<file path="config.mk">
export PLATFORM = sky130hd
export DESIGN_NAME = eq_band_sequencer
export DESIGN_NICKNAME = d
export VERILOG_FILES = /design/src/rtl/eq_band_sequencer.sv
export SDC_FILE = /design/constraint.sdc
export NUM_CORES = 1
export LEC_CHECK = 0
export ABC_AREA = 1
export CAP_MARGIN = 15
export CORE_MARGIN = 3
export CORE_UTILIZATION = 40
export CTS_CLUSTER_DIAMETER = 100
export DETAILED_ROUTE_END_ITERATION = 12
export GPL_ROUTABILITY_DRIVEN = 0
export PLACE_DENSITY = 0.61
export SLEW_MARGIN = 5
export SYNTH_ARGS = -nofsm -noshare
export SYNTH_HDL_FRONTEND = slang
export SYNTH_SLANG_ARGS = --single-unit
</file>
<file path="constraint.sdc">
create_clock -name clk_i -period 11.55 [get_ports clk_i]
set_input_delay 3.465 -clock clk_i [delete_from_list [all_inputs] [get_ports clk_i]]
set_output_delay 3.465 -clock clk_i [all_outputs]
set_load 0.005 [all_outputs]
</file>
<file path="src/rtl/eq_band_sequencer.sv">
// Applies five band gains and a master volume to a stereo sample through one shared 17x13 multiplier.
// 12 clocks from the accepting edge to out_vld; a sample_vld arriving while busy is dropped and flags overrun.
module eq_band_sequencer #(
   parameter int GAIN_SHIFT = 11,
   parameter int VOL_SHIFT  = 12
) (
   input  logic             clk_i,
   input  logic             rst_n_i,
   input  logic             sample_vld_i,
   input  logic [4:0][15:0] lft_band_i,
   input  logic [4:0][15:0] rght_band_i,
   input  logic [4:0][11:0] pot_gain_i,
   input  logic [11:0]      pot_vol_i,
   output logic [15:0]      lft_out_o,
   output logic [15:0]      rght_out_o,
   output logic             out_vld_o,
   output logic             busy_o,
   output logic             overrun_o
);

   typedef enum logic [3:0] {
      IDLE = 4'd0,
      L0 = 4'd1, L1 = 4'd2, L2 = 4'd3, L3 = 4'd4, L4 = 4'd5, LV = 4'd6,
      R0 = 4'd7, R1 = 4'd8, R2 = 4'd9, R3 = 4'd10, R4 = 4'd11, RV = 4'd12
   } state_t;

   state_t              state_q;
   logic signed [31:0]  acc_q;
   logic [4:0][15:0]    lft_q;
   logic [4:0][15:0]    rght_q;
   logic [4:0][11:0]    gain_q;
   logic [11:0]         vol_q;
   logic [15:0]         hold_q;
   logic [15:0]         lft_out_q;
   logic [15:0]         rght_out_q;
   logic                out_vld_q;
   logic                busy_q;
   logic                overrun_q;

   logic [2:0]          k_d;
   logic                is_r_d;
   logic                is_vol_d;
   logic [15:0]         sat_d;
   logic signed [16:0]  op_a_d;
   logic signed [12:0]  op_b_d;
   logic signed [29:0]  prod_d;
   logic signed [31:0]  acc_d;
   logic [15:0]         y_d;

   always_comb begin
      k_d      = 3'd0;
      is_r_d   = 1'b0;
      is_vol_d = 1'b0;
      case (state_q)
         L1: k_d = 3'd1;
         L2: k_d = 3'd2;
         L3: k_d = 3'd3;
         L4: k_d = 3'd4;
         LV: is_vol_d = 1'b1;
         R0: is_r_d = 1'b1;
         R1: begin is_r_d = 1'b1; k_d = 3'd1; end
         R2: begin is_r_d = 1'b1; k_d = 3'd2; end
         R3: begin is_r_d = 1'b1; k_d = 3'd3; end
         R4: begin is_r_d = 1'b1; k_d = 3'd4; end
         RV: is_vol_d = 1'b1;
         default: k_d = 3'd0;
      endcase

      // acc >>> GAIN_SHIFT fits in 16 bits only when bits [31:26] all agree
      if (!acc_q[31] && (|acc_q[30:GAIN_SHIFT+15]))
         sat_d = 16'h7FFF;
      else if (acc_q[31] && !(&acc_q[30:GAIN_SHIFT+15]))
         sat_d = 16'h8000;
      else
         sat_d = acc_q[GAIN_SHIFT+15:GAIN_SHIFT];

      if (is_vol_d) begin
         op_a_d = {sat_d[15], sat_d};
         op_b_d = {1'b0, vol_q};
      end else if (is_r_d) begin
         op_a_d = {rght_q[k_d][15], rght_q[k_d]};
         op_b_d = {1'b0, gain_q[k_d]};
      end else begin
         op_a_d = {lft_q[k_d][15], lft_q[k_d]};
         op_b_d = {1'b0, gain_q[k_d]};
      end

      prod_d = op_a_d * op_b_d;
      acc_d  = acc_q + {{2{prod_d[29]}}, prod_d};
      y_d    = prod_d[VOL_SHIFT+15:VOL_SHIFT];
   end

   always_ff @(posedge clk_i) begin
      if (!rst_n_i) begin
         state_q    <= IDLE;
         acc_q      <= '0;
         lft_q      <= '0;
         rght_q     <= '0;
         gain_q     <= '0;
         vol_q      <= '0;
         hold_q     <= '0;
         lft_out_q  <= '0;
         rght_out_q <= '0;
         out_vld_q  <= 1'b0;
         busy_q     <= 1'b0;
         overrun_q  <= 1'b0;
      end else begin
         out_vld_q <= 1'b0;
         if (sample_vld_i && (state_q != IDLE))
            overrun_q <= 1'b1;
         case (state_q)
            IDLE: begin
               if (sample_vld_i) begin
                  lft_q   <= lft_band_i;
                  rght_q  <= rght_band_i;
                  gain_q  <= pot_gain_i;
                  vol_q   <= pot_vol_i;
                  acc_q   <= '0;
                  busy_q  <= 1'b1;
                  state_q <= L0;
               end
            end
            LV: begin
               hold_q  <= y_d;
               acc_q   <= '0;
               state_q <= R0;
            end
            RV: begin
               lft_out_q  <= hold_q;
               rght_out_q <= y_d;
               out_vld_q  <= 1'b1;
               busy_q     <= 1'b0;
               state_q    <= IDLE;
            end
            default: begin
               // band steps; encoding is sequential so L4->LV and R4->RV fall out of +1
               acc_q   <= acc_d;
               state_q <= state_t'(state_q + 4'd1);
            end
         endcase
      end
   end

   assign lft_out_o  = lft_out_q;
   assign rght_out_o = rght_out_q;
   assign out_vld_o  = out_vld_q;
   assign busy_o     = busy_q;
   assign overrun_o  = overrun_q;

endmodule

</file>
==> flow_metrics.py, run 1 <==
metrics = {
    "timing": {
        "finalHoldViolations": 0,
        "setup_viol": 0,
        "fin_crit_sh_pct": 87.0,
        "fin_tns_setup_ps": 0,
        "worst_pin_slew_ps": 1170,
        "maxSlewViolCount": 0,
        "rsz0062_at_grt": "false",
        "worst_slack_ps": 1500,
        "finClkSkew_ps": 20.3,
        "fin_crit_ps": 10050,
        "max_freq_mhz": 99.5,
        "relSlewSlack_pct": 22.3,
    },
    "floorplan": {
        "die_area_um2": 61200,
        "start_util_pct": 40.8,
        "num_io_pins": 270,
        "fp.dieW_um": 247,
        "die_h_um": 247,
        "coreArea_um2": 57000,
        "rows": 87,
    },
    "route": {
        "drc": 0,
        "drt_iter0_markers": 1702,
        "wl_um": 78900,
        "ant_nets": 0,
        "post_drt_wl_per_cell_um": 19.0,
        "via_per_inst": 5.23,
        "firstDrtPassIters": 6,
        "vias": 21732,
    },
    "place": {
        "dpl.hpwl_um": 60100,
        "placement.io_buffers": 269,
        "dp_slack_ps": 1620,
    },
    "synthesis": {
        "synth_flop_cell": "dfxtp_1",
        "yosysSeqAreaShare_pct": 27.4,
        "synth_area_leaders": "dfxtp_1 27%, fa_1 16%, a21oi_1 9.2%, nand2_1 8.9%, inv_1 7.9%",
        "ys_seq_elements": 319,
        "synth.avg_cell_area_um2": 7.25,
        "yosysTopAreaCell": "dfxtp_1",
        "synth.top_cell.area_share_pct": 27.4,
        "synth_edf_count": 0,
        "synth_cells": 3212,
        "yosys_warnings": 0,
        "syn_area_um2": 23300,
        "synthArstFlopShare_pct": 0,
        "synth_nets": 3734,
        "ys_types": 46,
    },
    "run_status": {
        "outcome": "finished clean",
    },
    "worst_setup_path": {
        "critPathSlowestCell": "a22oi_2",
        "cpMostUsedCell": "inv_1",
        "r2r_cells": 34,
        "startpoint_type": "flop",
        "cp_max_fo": 26,
        "cp.arrival_ps": 10440,
        "worstSetupEndpointType": "flop",
        "cp.required_ps": 11940,
        "cpPeakStageDelay_ps": 770,
        "worst-setup-path-type": "reg2reg",
    },
    "clocking": {
        "cts.sinks": 319,
        "max-clock-path-buffers": 3,
        "cts_buffers": 37,
        "cts-root-buf": "clkbuf_16",
        "cts_hold_buf": 0,
        "cts_resized": 0,
        "clock_latency_ps": 550,
        "postCtsSetupBuffers": 0,
        "path_clk_slew_ps": 60,
        "cts_tree": "yes",
        "h-tree-depth": 2,
    },
    "pwr": {
        "peakVddDrop_mv": 0.125,
        "pwr-share-clk_pct": 22.2,
        "swShare_pct": 46.8,
        "power.internal_w": 0.00298,
        "p_seq_share_pct": 25.2,
        "powerDensity_nw_per_um2": 203,
        "p_comb_share_pct": 52.6,
        "p_leak_nw": 12.0,
        "p_sw_w": 0.00262,
    },
    "layout": {
        "fill_cells": 5818,
        "area_growth_pct": 18.5,
        "final_common_cell": "nand2_1",
        "mostFrequentLayoutCells": "550 x nand2_1, 486 x inv_1, 428 x a21oi_1, 319 x dfxtp_1, 299 x o21ai_0",
        "drive_gt1_share_pct": 5.36,
        "final_nets": 3891,
    },
    "run": {
        "drv_cap": 0,
    },
    "worst_hold_path": {
        "hold_depth": 2,
        "min_path_type": "reg2reg",
    },
    "grt": {
        "grt_start_max_net_pins": 153,
        "grt_pass1_vias": 21147,
        "grt.total_usage_pct": 25.7,
        "grt_pass1_wl_um": 123000,
        "antenna_found_initial": 5,
        "grt_overflow_total": 0,
    },
}
==> cell families (layout without fill, tap and decap cells) <==
| logic type | count (synthesis) | count (layout) | share of synthesized area (%) |
|---|---|---|---|
| simple gates | 1053 | 1053 | 19.2 |
| compound gates | 839 | 839 | 19.3 |
| buf+inv | 687 | 871 | 11.8 |
| flops | 319 | 319 | 27.4 |
| fa+ha+maj | 287 | 287 | 21.3 |
| xor+xnor | 27 | 27 | 1.02 |
| other cells | 0 | 4 | 0 |
==> power by group through the flow <==
stage / Combinational [W] / Sequential, W / Clock (W)
after floorplan: 0.00206 / 0.00140 / 0
after global placement: 0.00289 / 0.00143 / 0
after detailed placement: 0.00288 / 0.00143 / 0
after CTS: 0.00292 / 0.00141 / 0.00126
after global routing: 0.00327 / 0.00143 / 0.00131
final: 0.00294 / 0.00141 / 0.00124
==> sequential cells by signal, summed over array words and instances, names as in the netlist <==
register    cells
acc_q          32
busy_o          1
gain_q         60
hold_q         16
lft_out_o      16
lft_q          80
out_vld_o       1
overrun_o       1
rght_out_o     16
rght_q         80
state_q         4
vol_q          12
==> per-stage QoR <==
stage	hold slack [ps]	util [%]	area, µm²	power, W	instances
finish	449	48.4	27600	0.00559	4156
global route	469	48.4	27600	0.00601	4156
global placement	435	46.1	26300	0.00432	4086
floorplan	425	-	23300	0.00346	3212
detailed placement	440	46.1	26300	0.00431	4086
CTS	450	48.4	27600	0.00559	4152
==> Yosys cell counts, types with 4 or more instances <==
cell type and number:
a31oi_1 6, or2_2 8, buf_4 8, o21ai_1 19
xnor2_1 11, nor3_1 18, nor2_1 200, nand3_1 211
a21oi_1 428, nand4_1 11, dfxtp_1 319, clkbuf_1 116
buf_6 14, o21ai_0 299, o21ai_2 8, a21o_1 7
o22ai_1 10, nand2_1 551, a21boi_0 4, inv_2 30
xor2_1 16, inv_1 488, buf_2 27, o211ai_1 5
buf_1 4, o21bai_1 35, nor2_2 16, ha_1 105
fa_1 182, nand3b_1 6, nand2_2 20, o21a_1 5
==> final timing paths <==
check | start | to | slack, ps
min reg2reg | lft_q[25] | lft_q[25] | 450
min | lft_q[25] | lft_q[25] | 450
max | state_q[0] | acc_q[31] | 1500
max reg2reg | state_q[0] | acc_q[31] | 1500
==> metal layers <==
layer,vias up,GRT usage [%],share of wire [%]
li1,10601,-,-
met1,10341,34.9,44
met2,682,42.9,47
met3,106,3.99,6.6
met4,2,6.73,2.5
met5,-,0,0.011
==> final cells by class <==
| class | instances | area (µm²) | share of cell area (%) |
|---|---|---|---|
| antenna | 4 | 10.0 | 0.0363 |
| clock inverter | 15 | 215 | 0.780 |
| sequential | 319 | 6390 | 23.1 |
| inverter | 518 | 1950 | 7.07 |
| clock buffer | 51 | 1070 | 3.88 |
| timing repair buffer | 287 | 2850 | 10.3 |
| tap | 756 | 946 | 3.43 |
| multi-input combinational | 2206 | 14200 | 51.3 |
==> worst max-delay path, delay by kind of cell, from the launching register on <==
family	cells	cell delay [ps]
AOI/OAI and AO/OA	9	2790
xor gates and xnor gates	1	490
adders and majority gates	8	3670
buffers and inverters	6	780
DFF	1	350
and+or+nand+nor	10	1790
Power figures use the tool's default switching activity.
==> run 2, diff against run 1 <==
Settings changed: CORE_UTILIZATION 40 to 35, PLACE_DENSITY 0.61 to 0.55.
==> flow_metrics.py, run 2 (same netlist as run 1, synthesis figures left out) <==
metrics = {
    "run_status": {
        "outcome": "finished clean",
    },
    "clocking": {
        "cts-root-buf": "clkbuf_16",
        "h-tree-depth": 2,
        "clock_latency_ps": 550,
        "postCtsSetupBuffers": 0,
        "cts_buffers": 38,
        "cts.sinks": 319,
        "cts_resized": 0,
        "max-clock-path-buffers": 3,
        "path_clk_slew_ps": 60,
        "cts_hold_buf": 0,
        "cts_tree": "yes",
    },
    "worst_setup_path": {
        "cp_max_fo": 77,
        "worst-setup-path-type": "reg2reg",
        "cpPeakStageDelay_ps": 640,
        "startpoint_type": "flop",
        "critPathSlowestCell": "o21ai_0",
        "cpMostUsedCell": "nand2_1",
        "cp.required_ps": 11940,
        "worstSetupEndpointType": "flop",
        "cp.arrival_ps": 10070,
    },
    "timing": {
        "fin_tns_setup_ps": 0,
        "max_freq_mhz": 103,
        "finClkSkew_ps": 18.9,
        "fin_crit_sh_pct": 83.8,
        "fin_crit_ps": 9680,
        "finalHoldViolations": 0,
        "maxSlewViolCount": 0,
        "relSlewSlack_pct": 28.8,
        "worst_pin_slew_ps": 1070,
        "setup_viol": 0,
        "rsz0062_at_grt": "false",
    },
    "floorplan": {
        "fp.dieW_um": 264,
        "rows": 93,
        "coreArea_um2": 65200,
        "num_io_pins": 270,
        "die_h_um": 264,
        "die_area_um2": 69700,
        "start_util_pct": 35.7,
    },
    "route": {
        "drt-met1-wl_um": 37200,
        "wl_met2_um": 37700,
        "wl_um": 81200,
        "post_drt_wl_per_cell_um": 19.1,
        "top_layer": "met5",
        "met3_length_um": 4180,
        "via_per_inst": 5.06,
        "drc": 0,
        "ant_nets": 0,
        "vias": 21505,
        "firstDrtPassIters": 5,
        "drt_iter0_markers": 1928,
    },
    "pwr": {
        "p_comb_share_pct": 53.0,
        "swShare_pct": 47.1,
        "powerDensity_nw_per_um2": 202,
        "peakVddDrop_mv": 0.116,
        "pwr-share-clk_pct": 21.8,
        "p_leak_nw": 12.0,
        "p_seq_share_pct": 25.2,
        "power.internal_w": 0.00295,
        "p_sw_w": 0.00263,
    },
    "grt": {
        "grt_pass1_vias": 21330,
        "grt_pass1_wl_um": 127000,
        "grt.total_usage_pct": 23.1,
        "grt_overflow_total": 0,
        "grt_start_max_net_pins": 99,
        "antenna_found_initial": 1,
    },
    "place": {
        "placement.io_buffers": 269,
        "dpl.hpwl_um": 62000,
    },
    "layout": {
        "mostFrequentLayoutCells": "550 x nand2_1, 486 x inv_1, 428 x a21oi_1, 319 x dfxtp_1, 299 x o21ai_0",
        "top_regs": "lft_q: 80 flops, rght_q: 80 flops, gain_q: 60 flops",
        "drive_gt1_share_pct": 5.30,
        "area_growth_pct": 18.7,
        "final_nets": 3890,
        "fin_util_pct": 42.4,
        "final_common_cell": "nand2_1",
        "antenna_cells": 0,
    },
    "worst_hold_path": {
        "min_path_type": "reg2reg",
    },
    "run": {
        "drv_cap": 0,
    },
}
==> run 2: cell types whose count changed in the layout (fill, tap and decap cells not counted), sizes merged <==
cell	previous run	this run
clkbuf	51	55
diode	4	0
buf	20	18
bufinv	4	2
clkinvlp	3	1
inv	520	522
==> run 2: path summary, 6_finish.rpt <==
path	start	endpoint	slack, ps	cells after the start
setup / recovery	state_q[0]	acc_q[22]	1870	36
hold / removal	lft_q[27]	lft_q[27]	450	2
setup reg to reg	state_q[0]	acc_q[22]	1870	36
hold reg to reg	lft_q[27]	lft_q[27]	450	2
==> run 2: per-layer routing <==
layer	global-route usage, %	up-vias
li1	-	10600
met3	3.18	101
met4	5.96	2
met1	32.0	10222
met2	37.9	580
met5	0	-
==> run 2: per-stage QoR <==
step / instances / hold WS [ps] / power [W] / instance area [µm²] / setup slack [ps]
6_report: 4251 / 451 / 0.00557 / 27600 / 1870
2_1_floorplan: 3212 / 425 / 0.00346 / 23300 / 4230
5_1_grt: 4251 / 466 / 0.00601 / 27600 / 1210
3_3_place_gp: 4183 / 438 / 0.00435 / 26400 / 1950
4_1_cts: 4251 / 448 / 0.00558 / 27600 / 1880
3_5_place_dp: 4183 / 439 / 0.00433 / 26400 / 1940
==> run 2: final cells by class <==
type / instances / area (µm²)
multi-input cells: 2206 / 14200
clock inverters: 13 / 144
repair buffers: 285 / 2820
inverters: 518 / 1950
fillers: 6836 / 37500
flip-flops and latches: 319 / 6390
well taps: 855 / 1070
clock buffers: 55 / 1100
==> run 2: worst max-delay path: cells and delay by family (launching register included) <==
family	cells	cell delay (ps)
fa+ha+maj	8	3380
simple gates	15	2450
compound gates	5	1590
buf+inv	7	1080
xor+xnor	1	590
flops	1	350
==> run 2: power by group through the flow <==
stage / logic [W] / clock network, W / registers [W]
3_3_place_gp: 0.00293 / 0 / 0.00143
2_1_floorplan: 0.00206 / 0 / 0.00140
5_1_grt: 0.00330 / 0.00128 / 0.00143
6_report: 0.00295 / 0.00121 / 0.00141
4_1_cts: 0.00294 / 0.00123 / 0.00140
3_5_place_dp: 0.00291 / 0 / 0.00143
